===== config.mk =====
export PLATFORM = sky130hd
export DESIGN_NAME = fetch_unit_flat
export DESIGN_NICKNAME = d
export VERILOG_FILES = /design/src/rtl/fetch_unit_if.sv /design/src/rtl/fetch_unit.sv /design/src/flat_wrapper.sv
export SDC_FILE = /design/constraint.sdc
export NUM_CORES = 1
export LEC_CHECK = 0
export CORE_UTILIZATION = 37
export DETAILED_ROUTE_END_ITERATION = 8
export GPL_TIMING_DRIVEN = 0
export MAX_ROUTING_LAYER = met4
export PLACE_DENSITY = 0.73
export SKIP_LAST_GASP = 1
export SLEW_MARGIN = 40
export SYNTH_ARGS = -nofsm -noshare
export SYNTH_HDL_FRONTEND = slang
export SYNTH_SLANG_ARGS = --single-unit

===== constraint.sdc =====
create_clock -name clk -period 1.41 [get_ports clk]
set_clock_uncertainty 0.2 [all_clocks]
set_input_delay 0.282 -clock clk [delete_from_list [all_inputs] [get_ports clk]]
set_output_delay 0.282 -clock clk [all_outputs]
set_load 0.02 [all_outputs]

===== src/rtl/fetch_unit_if.sv =====
`default_nettype none
// ============================================================================
// Module   : fetch_unit_if
// Purpose  : Bundles the fetch stage control inputs, the program memory port
//            and the decoder valid/ready handshake into one interface.
//            The master modport is the fetch unit side; the slave modport is
//            the surrounding control / memory / decoder side.
// Revision : 1.0 - initial release
// ============================================================================
interface fetch_unit_if #(
    parameter int PC_WIDTH  = 5,
    parameter int INS_WIDTH = 6
) ();
    logic                 start;
    logic                 stop;
    logic                 jmp_en;
    logic [PC_WIDTH-1:0]  jmp_addr;
    logic [PC_WIDTH-1:0]  pm_addr;
    logic [INS_WIDTH-1:0] pm_ins;
    logic [INS_WIDTH-1:0] id_ins;
    logic [PC_WIDTH-1:0]  id_pc;
    logic                 id_valid;
    logic                 id_ready;
    logic                 busy;
    logic                 halted;

    modport master (
        input  start, stop, jmp_en, jmp_addr, pm_ins, id_ready,
        output pm_addr, id_ins, id_pc, id_valid, busy, halted
    );

    modport slave (
        output start, stop, jmp_en, jmp_addr, pm_ins, id_ready,
        input  pm_addr, id_ins, id_pc, id_valid, busy, halted
    );
endinterface
`default_nettype wire


===== src/rtl/fetch_unit.sv =====
`default_nettype none
// ============================================================================
// Module   : fetch_unit
// Purpose  : Instruction fetch stage. Owns the PC, drives the program memory
//            address and captures the returned instruction into a one-entry
//            instruction register offered to the decoder via valid/ready.
//            Supports start/stop, jump redirect with squash and stall.
// Options  : FETCH_WRAP_HALT_EN - loading the last address halts fetching
//            (HALT state) instead of wrapping around and continuing.
// Revision : 1.0 - initial release
// ============================================================================
module fetch_unit #(
    parameter int PC_WIDTH  = 5,
    parameter int INS_WIDTH = 6
) (
    input  wire logic           clk,
    input  wire logic           rst,
    fetch_unit_if.master        bus
);

    typedef enum logic [1:0] {
        S_IDLE = 2'd0,
        S_RUN  = 2'd1
`ifdef FETCH_WRAP_HALT_EN
        ,
        S_HALT = 2'd2
`endif
    } state_t;

    localparam logic [PC_WIDTH-1:0] c_pc_one  = {{(PC_WIDTH-1){1'b0}}, 1'b1};
`ifdef FETCH_WRAP_HALT_EN
    localparam logic [PC_WIDTH-1:0] c_pc_last = {PC_WIDTH{1'b1}};
`endif

    state_t                r_state;
    logic [PC_WIDTH-1:0]   r_pc;
    logic [INS_WIDTH-1:0]  r_id_ins;
    logic [PC_WIDTH-1:0]   r_id_pc;
    logic                  r_id_valid;

    state_t                w_state_nxt;
    logic [PC_WIDTH-1:0]   w_pc_nxt;
    logic [INS_WIDTH-1:0]  w_id_ins_nxt;
    logic [PC_WIDTH-1:0]   w_id_pc_nxt;
    logic                  w_id_valid_nxt;
    logic                  w_xfer;

    // The decoder consumes the held instruction on this edge.
    assign w_xfer = r_id_valid && bus.id_ready;

    // State register and fetch datapath registers.
    always_ff @(posedge clk) begin
        if (rst) begin
            r_state    <= S_IDLE;
            r_pc       <= '0;
            r_id_ins   <= '0;
            r_id_pc    <= '0;
            r_id_valid <= 1'b0;
        end else begin
            r_state    <= w_state_nxt;
            r_pc       <= w_pc_nxt;
            r_id_ins   <= w_id_ins_nxt;
            r_id_pc    <= w_id_pc_nxt;
            r_id_valid <= w_id_valid_nxt;
        end
    end

    // Next state and next datapath values; priority jmp_en > stop > start > load/stall.
    always_comb begin
        w_state_nxt    = r_state;
        w_pc_nxt       = r_pc;
        w_id_ins_nxt   = r_id_ins;
        w_id_pc_nxt    = r_id_pc;
        w_id_valid_nxt = r_id_valid;

        if (bus.jmp_en) begin
            // Redirect squashes whatever is held; one bubble before the target arrives.
            w_pc_nxt       = bus.jmp_addr;
            w_id_valid_nxt = 1'b0;
            if (r_state != S_IDLE) begin
                w_state_nxt = S_RUN;
            end
        end else begin
            case (r_state)
                S_IDLE: begin
                    // A previously fetched instruction may still drain to the decoder.
                    if (w_xfer) begin
                        w_id_valid_nxt = 1'b0;
                    end
                    if (bus.start && !bus.stop) begin
                        w_state_nxt = S_RUN;
                    end
                end
                S_RUN: begin
                    if (bus.stop) begin
                        w_state_nxt    = S_IDLE;
                        w_id_valid_nxt = 1'b0;
                    end else if (!r_id_valid || bus.id_ready) begin
                        w_id_ins_nxt   = bus.pm_ins;
                        w_id_pc_nxt    = r_pc;
                        w_id_valid_nxt = 1'b1;
                        w_pc_nxt       = r_pc + c_pc_one;
`ifdef FETCH_WRAP_HALT_EN
                        if (r_pc == c_pc_last) begin
                            w_state_nxt = S_HALT;
                        end
`endif
                    end
                end
`ifdef FETCH_WRAP_HALT_EN
                S_HALT: begin
                    // No further loads; start/stop are ignored until a jump.
                    if (w_xfer) begin
                        w_id_valid_nxt = 1'b0;
                    end
                end
`endif
                default: begin
                    w_state_nxt    = S_IDLE;
                    w_id_valid_nxt = 1'b0;
                end
            endcase
        end
    end

    assign bus.pm_addr  = r_pc;
    assign bus.id_ins   = r_id_ins;
    assign bus.id_pc    = r_id_pc;
    assign bus.id_valid = r_id_valid;
    assign bus.busy     = (r_state == S_RUN);
`ifdef FETCH_WRAP_HALT_EN
    assign bus.halted   = (r_state == S_HALT);
`else
    assign bus.halted   = 1'b0;
`endif

endmodule
`default_nettype wire

===== src/flat_wrapper.sv =====
// flat-port wrapper written by rule: the top's interface ports become plain ports
module fetch_unit_flat 
#(
    parameter int PC_WIDTH  = 5,
    parameter int INS_WIDTH = 6
)
  (clk, rst, bus_start, bus_stop, bus_jmp_en, bus_jmp_addr, bus_pm_ins, bus_id_ready, bus_pm_addr, bus_id_ins, bus_id_pc, bus_id_valid, bus_busy, bus_halted);
  fetch_unit_if #(.PC_WIDTH(PC_WIDTH), .INS_WIDTH(INS_WIDTH)) bus_i ();
  input  wire logic clk;
  input  wire logic rst;
  input wire logic [$bits(bus_i.start)-1:0] bus_start;
  input wire logic [$bits(bus_i.stop)-1:0] bus_stop;
  input wire logic [$bits(bus_i.jmp_en)-1:0] bus_jmp_en;
  input wire logic [$bits(bus_i.jmp_addr)-1:0] bus_jmp_addr;
  input wire logic [$bits(bus_i.pm_ins)-1:0] bus_pm_ins;
  input wire logic [$bits(bus_i.id_ready)-1:0] bus_id_ready;
  output wire logic [$bits(bus_i.pm_addr)-1:0] bus_pm_addr;
  output wire logic [$bits(bus_i.id_ins)-1:0] bus_id_ins;
  output wire logic [$bits(bus_i.id_pc)-1:0] bus_id_pc;
  output wire logic [$bits(bus_i.id_valid)-1:0] bus_id_valid;
  output wire logic [$bits(bus_i.busy)-1:0] bus_busy;
  output wire logic [$bits(bus_i.halted)-1:0] bus_halted;
  assign bus_i.start = bus_start;
  assign bus_i.stop = bus_stop;
  assign bus_i.jmp_en = bus_jmp_en;
  assign bus_i.jmp_addr = bus_jmp_addr;
  assign bus_i.pm_ins = bus_pm_ins;
  assign bus_i.id_ready = bus_id_ready;
  assign bus_pm_addr = bus_i.pm_addr;
  assign bus_id_ins = bus_i.id_ins;
  assign bus_id_pc = bus_i.id_pc;
  assign bus_id_valid = bus_i.id_valid;
  assign bus_busy = bus_i.busy;
  assign bus_halted = bus_i.halted;
  fetch_unit #(.PC_WIDTH(PC_WIDTH), .INS_WIDTH(INS_WIDTH)) u_core (.clk(clk), .rst(rst), .bus(bus_i));
endmodule

==> metrics.md, run 1 <==
| Metric | Value |
|---|---|
| Synth Register Bits | 18 |
| Most frequent cells in the layout | buf_2, a21oi_1, clkdlybuf4s50_1 |
| Max-slew headroom | 65.3% |
| Number of enable flip-flop cells after synthesis | 0 |
| Actual slew at the worst max-slew pin | 0.520 ns |
| Async SR Flop Fraction | 0% |
| Gr usage total | 21.8% |
| Mapped Nets | 117 |
| Warnings from Yosys | 0 |
| CORE AREA | 0.00221 mm2 |
| Register Area | 379 um2 |
| Tot Pwr | 0.999 mW |
| Data arrival, critical path | 0.93 ns |
| Die width | 50.6 um |
| Via-per-instance ratio | 5.79 |
| Hold Path Class | primary input to register |
| Initial antenna violation count | 0 |
| Cts bufs inserted | 3 |
| Via Count | 949 |
| Cell Area, Synth | 873 um2 |
| Crit path launch type | register |
| Starting Density | 39.5% |
| Critical Path RT | 0.93 ns |
| Final RePlAce weighted congestion | 0.790 |
| Die area | 0.00256 mm2 |
| HPWL after detailed placement | 1.70 mm |
| Worst R2R Path Depth | 3 |
| Peak supply drop | 0.000395 V |
| First drt pass iteration count | 4 |
| Clock latency at the later pin of the worst-skew pair | 0.29 ns |
| CTS H-tree lvls | 1 |
| Ports | 36 |
| Average wire per standard cell | 15.5 um |
| Final WS setup | -0.00600 ns |
| FP Rows | 17 |
| Largest net degree at the start of global routing | 11 |
| Fin crit period | 1.42 ns |
| Maximum clock frequency | 706 MHz |
| Multi-input logic area | 478 um2 |
| First-pass GRT wire length | 4.15 mm |
| Total gr overflow | 0 |
| Avg Inst Size Synth | 8.82 um2 |
| Fill cell count | 227 |
| Failing checks | setup timing |
| I/O Buffers | 32 |
| Synth Instances | 99 |
| Top cells by area, synth | dfxtp_1, o31ai_1, a21oi_1 |
| Max cap viols | 0 |
| Synth Flop Type | dfxtp_1 |
| Total clock sinks | 18 |
| Clock Tree Buf Depth | 2 |
| Final wirelength | 2.54 mm |
| Crit-path max FO | 3 |
| Post-synthesis sequential area ratio | 41.3% |
| CP endpoint kind | primary output |
| Antenna viol nets, final | 0 |
| Static leakage | 0.485 nW |
| Share of the synthesized area in the top cell type | 41.3% |
| Max-slew violations | 0 |
| Most common cell after layout, fill and taps aside | buf_2 |
| Status | finished, violations left |
| Synth area leader | dfxtp_1 |
| Area growth, synth to finish | 44.6% |
| RSZ-0062 raised after global routing | true |
| Layout cells sized above 1 | 36.8% |
| Period utilization | 100% |
| CTS tree | built |
| Die Y | 50.6 um |
| Clock transition at path regs | 0.11 ns |
| Final Hold Violating Endpoints | 0 |
| Post-synth cell types | 29 |
| Final setup TNS | -0.00600 ns |
| Final setup fails | 1 |
| Residual DRC count | 0 |
| DR iter-0 viols | 31 |
| Layout net count | 155 |
| N_diodes | 0 |
| PwrDens | 791 mW/mm2 |
| Setup Slack @ Placement | -0.491 ns |
| Vias in the first global route | 917 |
| Hold Path Depth | 2 |
| Crit Path Category | register to primary output |
| Root Driver | clkbuf_4 |
-- registers in the layout, indices dropped and copies added (netlist names) --
name                 cells
u_core.bus.pm_addr       5
u_core.r_state           1
u_core.bus.id_ins        6
u_core.bus.id_valid      1
u_core.bus.id_pc         5
-- worst max-delay path, stage by stage (launching register included) --
cell and delay [ns]:
dfxtp_4 0.38, buf_4 0.14, buf_6 0.12
-- per-layer routing --
metal / wire [um] / track usage, % / vias up
li1: - / - / 452
met1: 1180 / 27.1 / 448
met2: 1160 / 37.6 / 47
met3: 182 / 2.42 / 2
met4: 10 / 5.56 / 0
met5: 0 / - / -
-- path summary, 6_finish.rpt --
check                                                         from                                  to  slack [ns]
worst max register to register  u_core.bus.pm_addr[0]$_SDFFE_PP0P_  u_core.bus.pm_addr[0]$_SDFFE_PP0P_        0.01
worst min-delay path                                      bus_stop      u_core.r_state[0]$_SDFFE_PP0P_        0.12
worst min register to register   u_core.bus.id_ins[5]$_SDFFE_PP0P_   u_core.bus.id_ins[5]$_SDFFE_PP0P_        0.27
worst max-delay path            u_core.bus.pm_addr[1]$_SDFFE_PP0P_                      bus_pm_addr[1]      -0.006
-- logic make-up after synthesis --
group | after synthesis | synth area share, %
compound gates | 38 | 29.5
simple gates | 24 | 17.0
flops | 18 | 41.3
buf+inv | 17 | 10.3
fa+ha+maj | 1 | 1.43
other cells | 1 | 0.429
-- per-stage QoR --
step | cells | hold WS (ns) | instance area (um2) | util (%)
after floorplan | 99 | 0.175 | 886 | -
after global placement | 159 | 0.256 | 1240 | 56.1
after detailed placement | 159 | 0.262 | 1240 | 56.1
after CTS | 164 | 0.122 | 1320 | 59.4
after global routing | 164 | 0.136 | 1260 | 57.1
final | 164 | 0.118 | 1260 | 57.1
-- final cells by class --
class	count	area share (%)
Multi-Input combinational cell	64	37.9
Sequential cell	18	30.0
Tap cell	28	2.78
Inverter	5	1.49
Clock inverter	1	0.297
Clock buffer	3	1.78
Timing Repair Buffer	35	21.1
Buffer	10	4.66
-- timing repair --
| action | in CTS | in global routing |
|---|---|---|
| setup buffers | 3 | 0 |
| endpoints found under the setup margin | 34 | 28 |
| resized for setup | 70 | 25 |
| pin swaps | 1 | 1 |
| hold buffers | 0 | 0 |
-- where the power goes --
group / internal, mW / switching [mW] / total, mW
registers: 0.524 / 0.0198 / 0.543
logic: 0.0916 / 0.0974 / 0.189
clock network: 0.103 / 0.164 / 0.267
total: 0.718 / 0.281 / 0.999
-- synthesized netlist by cell type, drive strengths merged (2+ instances only) --
cell type / number
inv: 4
buf: 11
a311oi: 2
nand3: 3
nand2b: 2
nand4: 11
nor2: 2
a21oi: 14
o31a: 4
o31ai: 11
nor4: 2
o21ai: 2
dfxtp: 18
Note: power is estimated with default switching activity, not from simulation.
==> run 2, diff against run 1 <==
- ABC_AREA: default -> 1
- CORE_UTILIZATION: 37 -> 45
- PLACE_DENSITY: 0.73 -> 0.83
- clock period: 1.41 -> 1.68 ns (I/O delays scaled with it)
==> metrics.md, run 2 <==
| Metric | Value |
|---|---|
| Status | completed |
| FP Rows | 15 |
| Most instantiated cells after synthesis | nand2_1, dfxtp_1, a21oi_2, nand2_2, inv_1 |
| Starting Density | 50.0% |
| Delay-heaviest family, CP | flip-flops |
| Residual DRC count | 0 |
| Die Y | 46.5 um |
| Post-Synth Adder-Cell Area | 1.40% |
| Hold-fix buffers, CTS | 0 |
| DR iter-0 viols | 4 |
| N_diodes | 0 |
| Cts bufs inserted | 3 |
| Area growth, synth to finish | 42.7% |
| Synth Flop Type | dfxtp_1 |
| Critical Path Start | u_core.bus.pm_addr[4]$_SDFFE_PP0P_ |
| Final WS setup | 0.0566 ns |
| Most common cell after layout, fill and taps aside | nand2_1 |
| Total gr overflow | 0 |
| Antenna viol nets, final | 0 |
| Initial antenna violation count | 0 |
| Stages on worst setup path | 1 |
| Max-slew violations | 0 |
| Maximum clock frequency | 616 MHz |
| Clock latency at the later pin of the worst-skew pair | 0.30 ns |
| Root Driver | clkbuf_4 |
| Clock Tree Buf Depth | 2 |
| Warnings from Yosys | 0 |
| PwrDens | 697 mW/mm2 |
| First drt pass iteration count | 4 |
| Final RePlAce weighted congestion | 0.784 |
| First-pass GRT wire length | 3.02 mm |
| Xor and xnor area share after synthesis | 0.983% |
| Largest net degree at the start of global routing | 11 |
| Share of the synthesized area in the top cell type | 40.4% |
| Data arrival, critical path | 1.09 ns |
| Via-per-instance ratio | 4.89 |
| RSZ-0062 raised after global routing | false |
| Max cap viols | 0 |
| CP endpoint kind | primary output |
| Layout cells sized above 1 | 24.8% |
| Critical Path RT | 1.14 ns |
| Ports | 36 |
| Fin crit period | 1.62 ns |
| Vias in the first global route | 693 |
| Crit-path max FO | 5 |
| Main combinational cell family by area after synthesis | simple AND/OR/NAND/NOR gates |
| Final wirelength | 1.97 mm |
| Crit-path slowest cell | dfxtp_1 |
| CTS H-tree lvls | 1 |
| Final Hold Violating Endpoints | 0 |
| Clock transition at path regs | 0.11 ns |
| I/O Buffers | 33 |
| Worst-path cell chain | clkdlybuf4s15_1 |
| Final setup fails | 0 |
| CTS tree | built |
| Post-synthesis sequential area ratio | 40.4% |
| FF-to-FF Start | u_core.r_state[0]$_SDFFE_PP0P_ |
| Via Count | 831 |
| Total clock sinks | 18 |
| Top cells by area, synth | dfxtp_1, nand2_1, a21oi_2 |
| Worst R2R Path Depth | 8 |
| Post-synth cell types | 26 |
| Placed Instances | 166 |
| Most frequent cells in the layout | nand2_1, dlygate4sd2_1, clkdlybuf4s50_1, dfxtp_1 |
| Layout net count | 164 |
| Static leakage | 0.602 nW |
| Reg2Reg Capture Point | u_core.bus.id_pc[0]$_SDFFE_PP0P_ |
| Simple-gate share of the synthesized area | 27.9% |
| Most common cell in the netlist | nand2_1 |
| Synth area leader | dfxtp_1 |
| Number of enable flip-flop cells after synthesis | 0 |
| Hold Path Class | primary input to register |
| Crit path launch type | register |
| Multiplexer area fraction after synthesis | 1.12% |
| Complex-gate fraction of the synthesized area | 17.6% |
| Cell Area, Synth | 891 um2 |
| Flop2flop setup slack | 0.27 ns |
| Average wire per standard cell | 11.6 um |
| Avg Inst Size Synth | 8.25 um2 |
| Synth Register Bits | 18 |
| Worst setup endpoint | bus_pm_addr[4] |
| Die width | 46.5 um |
| Post-route insts no fill | 170 |
| Async SR Flop Fraction | 0% |
| CP peak stage delay | 0.45 ns |
| Mapped Nets | 126 |
| CORE AREA | 0.00178 mm2 |
| Crit Path Category | register to primary output |
| Buf/Inv on CP | 1 |
| Die area | 0.00216 mm2 |
| HPWL after detailed placement | 1.45 mm |
| Setup Slack @ Placement | -0.162 ns |
| Peak supply drop | 0.000415 V |
| Max reg flops | 6 |
| Period utilization | 96.6% |
| Synth Instances | 108 |
| Gr usage total | 20.8% |
-- run 2: area by class of cell --
| cell class | instances | area, um2 |
|---|---|---|
| Inverter | 9 | 33.8 |
| Clock buffer | 4 | 36.3 |
| Sequential cell | 18 | 364 |
| Multi-Input combinational cell | 75 | 440 |
| Buffer | 6 | 56.3 |
| Tap cell | 25 | 31.3 |
| Fill cell | 160 | 512 |
| Timing Repair Buffer | 33 | 309 |
-- run 2: metal layers --
| layer | up-vias | track usage, % | part of all wire, % |
|---|---|---|---|
| li1 | 421 | - | - |
| met1 | 382 | 24.6 | 45 |
| met2 | 21 | 34.2 | 49 |
| met3 | 7 | 2.35 | 3.3 |
| met4 | 0 | 10.6 | 2.5 |
| met5 | - | - | 0 |
-- run 2: report_power, final --
| part | switching, mW | total [mW] | internal (mW) |
|---|---|---|---|
| clock | 0.147 | 0.279 | 0.132 |
| combinational | 0.0785 | 0.151 | 0.0726 |
| sequential | 0.0150 | 0.456 | 0.441 |
-- run 2: how the worst min path moves through the flow --
stage	from	end	slack, ns	depth (start not counted)
final	bus_jmp_en	u_core.bus.pm_addr[3]$_SDFFE_PP0P_	0.20	4
after global routing	bus_jmp_en	u_core.bus.pm_addr[3]$_SDFFE_PP0P_	0.21	4
after CTS	bus_jmp_en	u_core.bus.pm_addr[3]$_SDFFE_PP0P_	0.21	4
after detailed placement	u_core.bus.id_ins[4]$_SDFFE_PP0P_	u_core.bus.id_ins[4]$_SDFFE_PP0P_	0.26	2
after global placement	u_core.bus.id_ins[1]$_SDFFE_PP0P_	u_core.bus.id_ins[1]$_SDFFE_PP0P_	0.26	2
after floorplan	rst	u_core.bus.id_pc[4]$_SDFFE_PP0P_	0.20	1
-- run 2: per-stage QoR --
| step | power [mW] | util [%] | hold WS (ns) | TNS [ns] | instance area (um2) |
|---|---|---|---|---|---|
| finish | 0.886 | 71.3 | 0.204 | 0 | 1270 |
| global route | 0.922 | 71.3 | 0.206 | 0 | 1270 |
| CTS | 0.886 | 71.0 | 0.210 | -0.0158 | 1270 |
| detailed placement | 0.625 | 70.2 | 0.258 | -1.61 | 1250 |
| global placement | 0.621 | 70.2 | 0.256 | -1.32 | 1250 |
| floorplan | 0.546 | - | 0.198 | 0 | 891 |
-- run 2: cell families after synthesis --
kind of cell,count (synthesis)
xor gates and xnor gates,1
adders and majority gates,1
DFF,18
other,1
and+or+nand+nor,49
buffers and inverters,15
muxes,1
AOI/OAI and AO/OA,22
-- run 2: repair_timing --
action | 4_1_cts | 5_1_grt
setup buffers | 0 | 0
endpoints found under the setup margin | 18 | 4
resized for setup | 18 | 4
==> run 3, diff against run 2 <==
- CORE_UTILIZATION: 45 -> 40
- PLACE_DENSITY: 0.83 -> 0.75
==> metrics.md, run 3 (same netlist as run 2, synthesis figures left out) <==
| Metric | Value |
|---|---|
| Antenna viol nets, final | 0 |
| Hold Path Class | primary input to register |
| Final RePlAce weighted congestion | 0.790 |
| Critical Path Start | u_core.bus.pm_addr[3]$_SDFFE_PP0P_ |
| Max-slew violations | 0 |
| Clock latency at the later pin of the worst-skew pair | 0.29 ns |
| Starting Density | 44.1% |
| CORE AREA | 0.00202 mm2 |
| Total gr overflow | 0 |
| Status | completed |
| CP endpoint kind | primary output |
| Worst hold start | bus_jmp_en |
| Via Count | 801 |
| DR iter-0 viols | 12 |
| Initial antenna violation count | 0 |
| Die width | 49.2 um |
| Max reg flops | 6 |
| Largest net degree at the start of global routing | 11 |
| Hold Path Depth | 4 |
| Layout net count | 164 |
| I/O Buffers | 33 |
| Final setup TNS | 0 ns |
| First-pass GRT wire length | 3.28 mm |
| Worst-path cell chain | clkdlybuf4s15_1 |
| Peak supply drop | 0.000440 V |
| Via-per-instance ratio | 4.66 |
| Clock Tree Buf Depth | 2 |
| Area growth, synth to finish | 42.8% |
| CTS tree | built |
| Cts bufs inserted | 3 |
| RSZ-0062 raised after global routing | false |
| Placed Instances | 168 |
| CP peak stage delay | 0.45 ns |
| Static leakage | 0.601 nW |
| Multi-input logic area | 440 um2 |
| Buf/Inv on CP | 1 |
| Root Driver | clkbuf_4 |
| Most frequent cells in the layout | nand2_1, dlygate4sd2_1, dfxtp_1 |
| HPWL after detailed placement | 1.47 mm |
| Hold-fix buffers, CTS | 0 |
| FF-to-FF Start | u_core.r_state[0]$_SDFFE_PP0P_ |
| CTS H-tree lvls | 1 |
| Reg2Reg Capture Point | u_core.bus.id_pc[0]$_SDFFE_PP0P_ |
| Layout cells sized above 1 | 24.1% |
| Vias in the first global route | 716 |
| Delay-heaviest family, CP | flip-flops |
| Post-route insts no fill | 172 |
| Residual DRC count | 0 |
| Core Util, Final | 62.9% |
| N_diodes | 0 |
| Clock transition at path regs | 0.11 ns |
| Crit Path Category | register to primary output |
| Ports | 36 |
| Die Y | 49.2 um |
| Fin crit period | 1.62 ns |
| First drt pass iteration count | 3 |
| Crit path launch type | register |
| Most common cell after layout, fill and taps aside | nand2_1 |
| Final setup fails | 0 |
| Total clock sinks | 18 |
| Worst R2R Path Depth | 8 |
| FP Rows | 16 |
| Max cap viols | 0 |
| PwrDens | 688 mW/mm2 |
| Flop2flop setup slack | 0.27 ns |
| Data arrival, critical path | 1.09 ns |
| Gr usage total | 18.6% |
| Maximum clock frequency | 616 MHz |
| Final wirelength | 1.87 mm |
| Average wire per standard cell | 10.9 um |
| Die area | 0.00242 mm2 |
| Final Hold Violating Endpoints | 0 |
| Period utilization | 96.7% |
| Register Area | 363 um2 |
| Crit-path slowest cell | dfxtp_1 |
| Fill cell count | 196 |
| Critical Path RT | 1.14 ns |
| Crit-path max FO | 6 |
| Hold path endpoint | u_core.bus.pm_addr[3]$_SDFFE_PP0P_ |
==> run 3: changes by cell type in the layout (fill, tap and decap cells not counted) <==
cell     previous run  this run
dfxtp_1            15        16
dfxtp_2             3         2
==> run 3: how the worst max path moves through the flow <==
stage                                  endpoint  slack [ns]  cells after the start
4_1_cts                          bus_pm_addr[0]      -0.009                      1
6_report                         bus_pm_addr[3]        0.06                      1
2_1_floorplan  u_core.bus.id_pc[3]$_SDFFE_PP0P_        0.23                      8
5_1_grt                          bus_pm_addr[3]        0.01                      1
3_3_place_gp   u_core.bus.id_pc[0]$_SDFFE_PP0P_       -0.12                      8
3_5_place_dp   u_core.bus.id_pc[3]$_SDFFE_PP0P_       -0.16                      8
==> run 3: layer usage <==
metal | GRT usage (%) | vias to the layer above | routed length [um]
li1 | - | 418 | -
met1 | 21.9 | 366 | 842
met2 | 29.9 | 15 | 942
met3 | 3.74 | 2 | 53
met4 | 8.82 | 0 | 34
met5 | - | - | 0
==> run 3: what timing repair did <==
action	4_1_cts	5_1_grt
gates resized for setup	18	3
endpoints found under the setup margin	18	3
pin swaps	0	0
setup buffers	0	0
==> run 3: power breakdown <==
part	internal, mW	total (mW)	switching [mW]
clock	0.132	0.271	0.139
combinational	0.0723	0.149	0.0771
sequential	0.441	0.456	0.0145
total	0.645	0.875	0.230
==> run 3: layout make-up <==
type                       count  share of cell area [%]
buffer                         6                    4.42
timing repair buffer          33                    24.3
multi-input combinational     75                    34.6
sequential                    18                    28.5
clock buffer                   4                    2.85
tap                           27                    2.65
inverter                       9                    2.65
==> run 3: per-stage QoR <==
step / hold slack [ns] / instance area [um2] / setup WS, ns / power (mW)
after floorplan: 0.198 / 891 / 0.235 / 0.546
after global placement: 0.255 / 1250 / -0.124 / 0.622
after detailed placement: 0.260 / 1250 / -0.158 / 0.625
after CTS: 0.229 / 1270 / -0.00946 / 0.883
after global routing: 0.253 / 1270 / 0.0105 / 0.919
final: 0.235 / 1270 / 0.0562 / 0.875
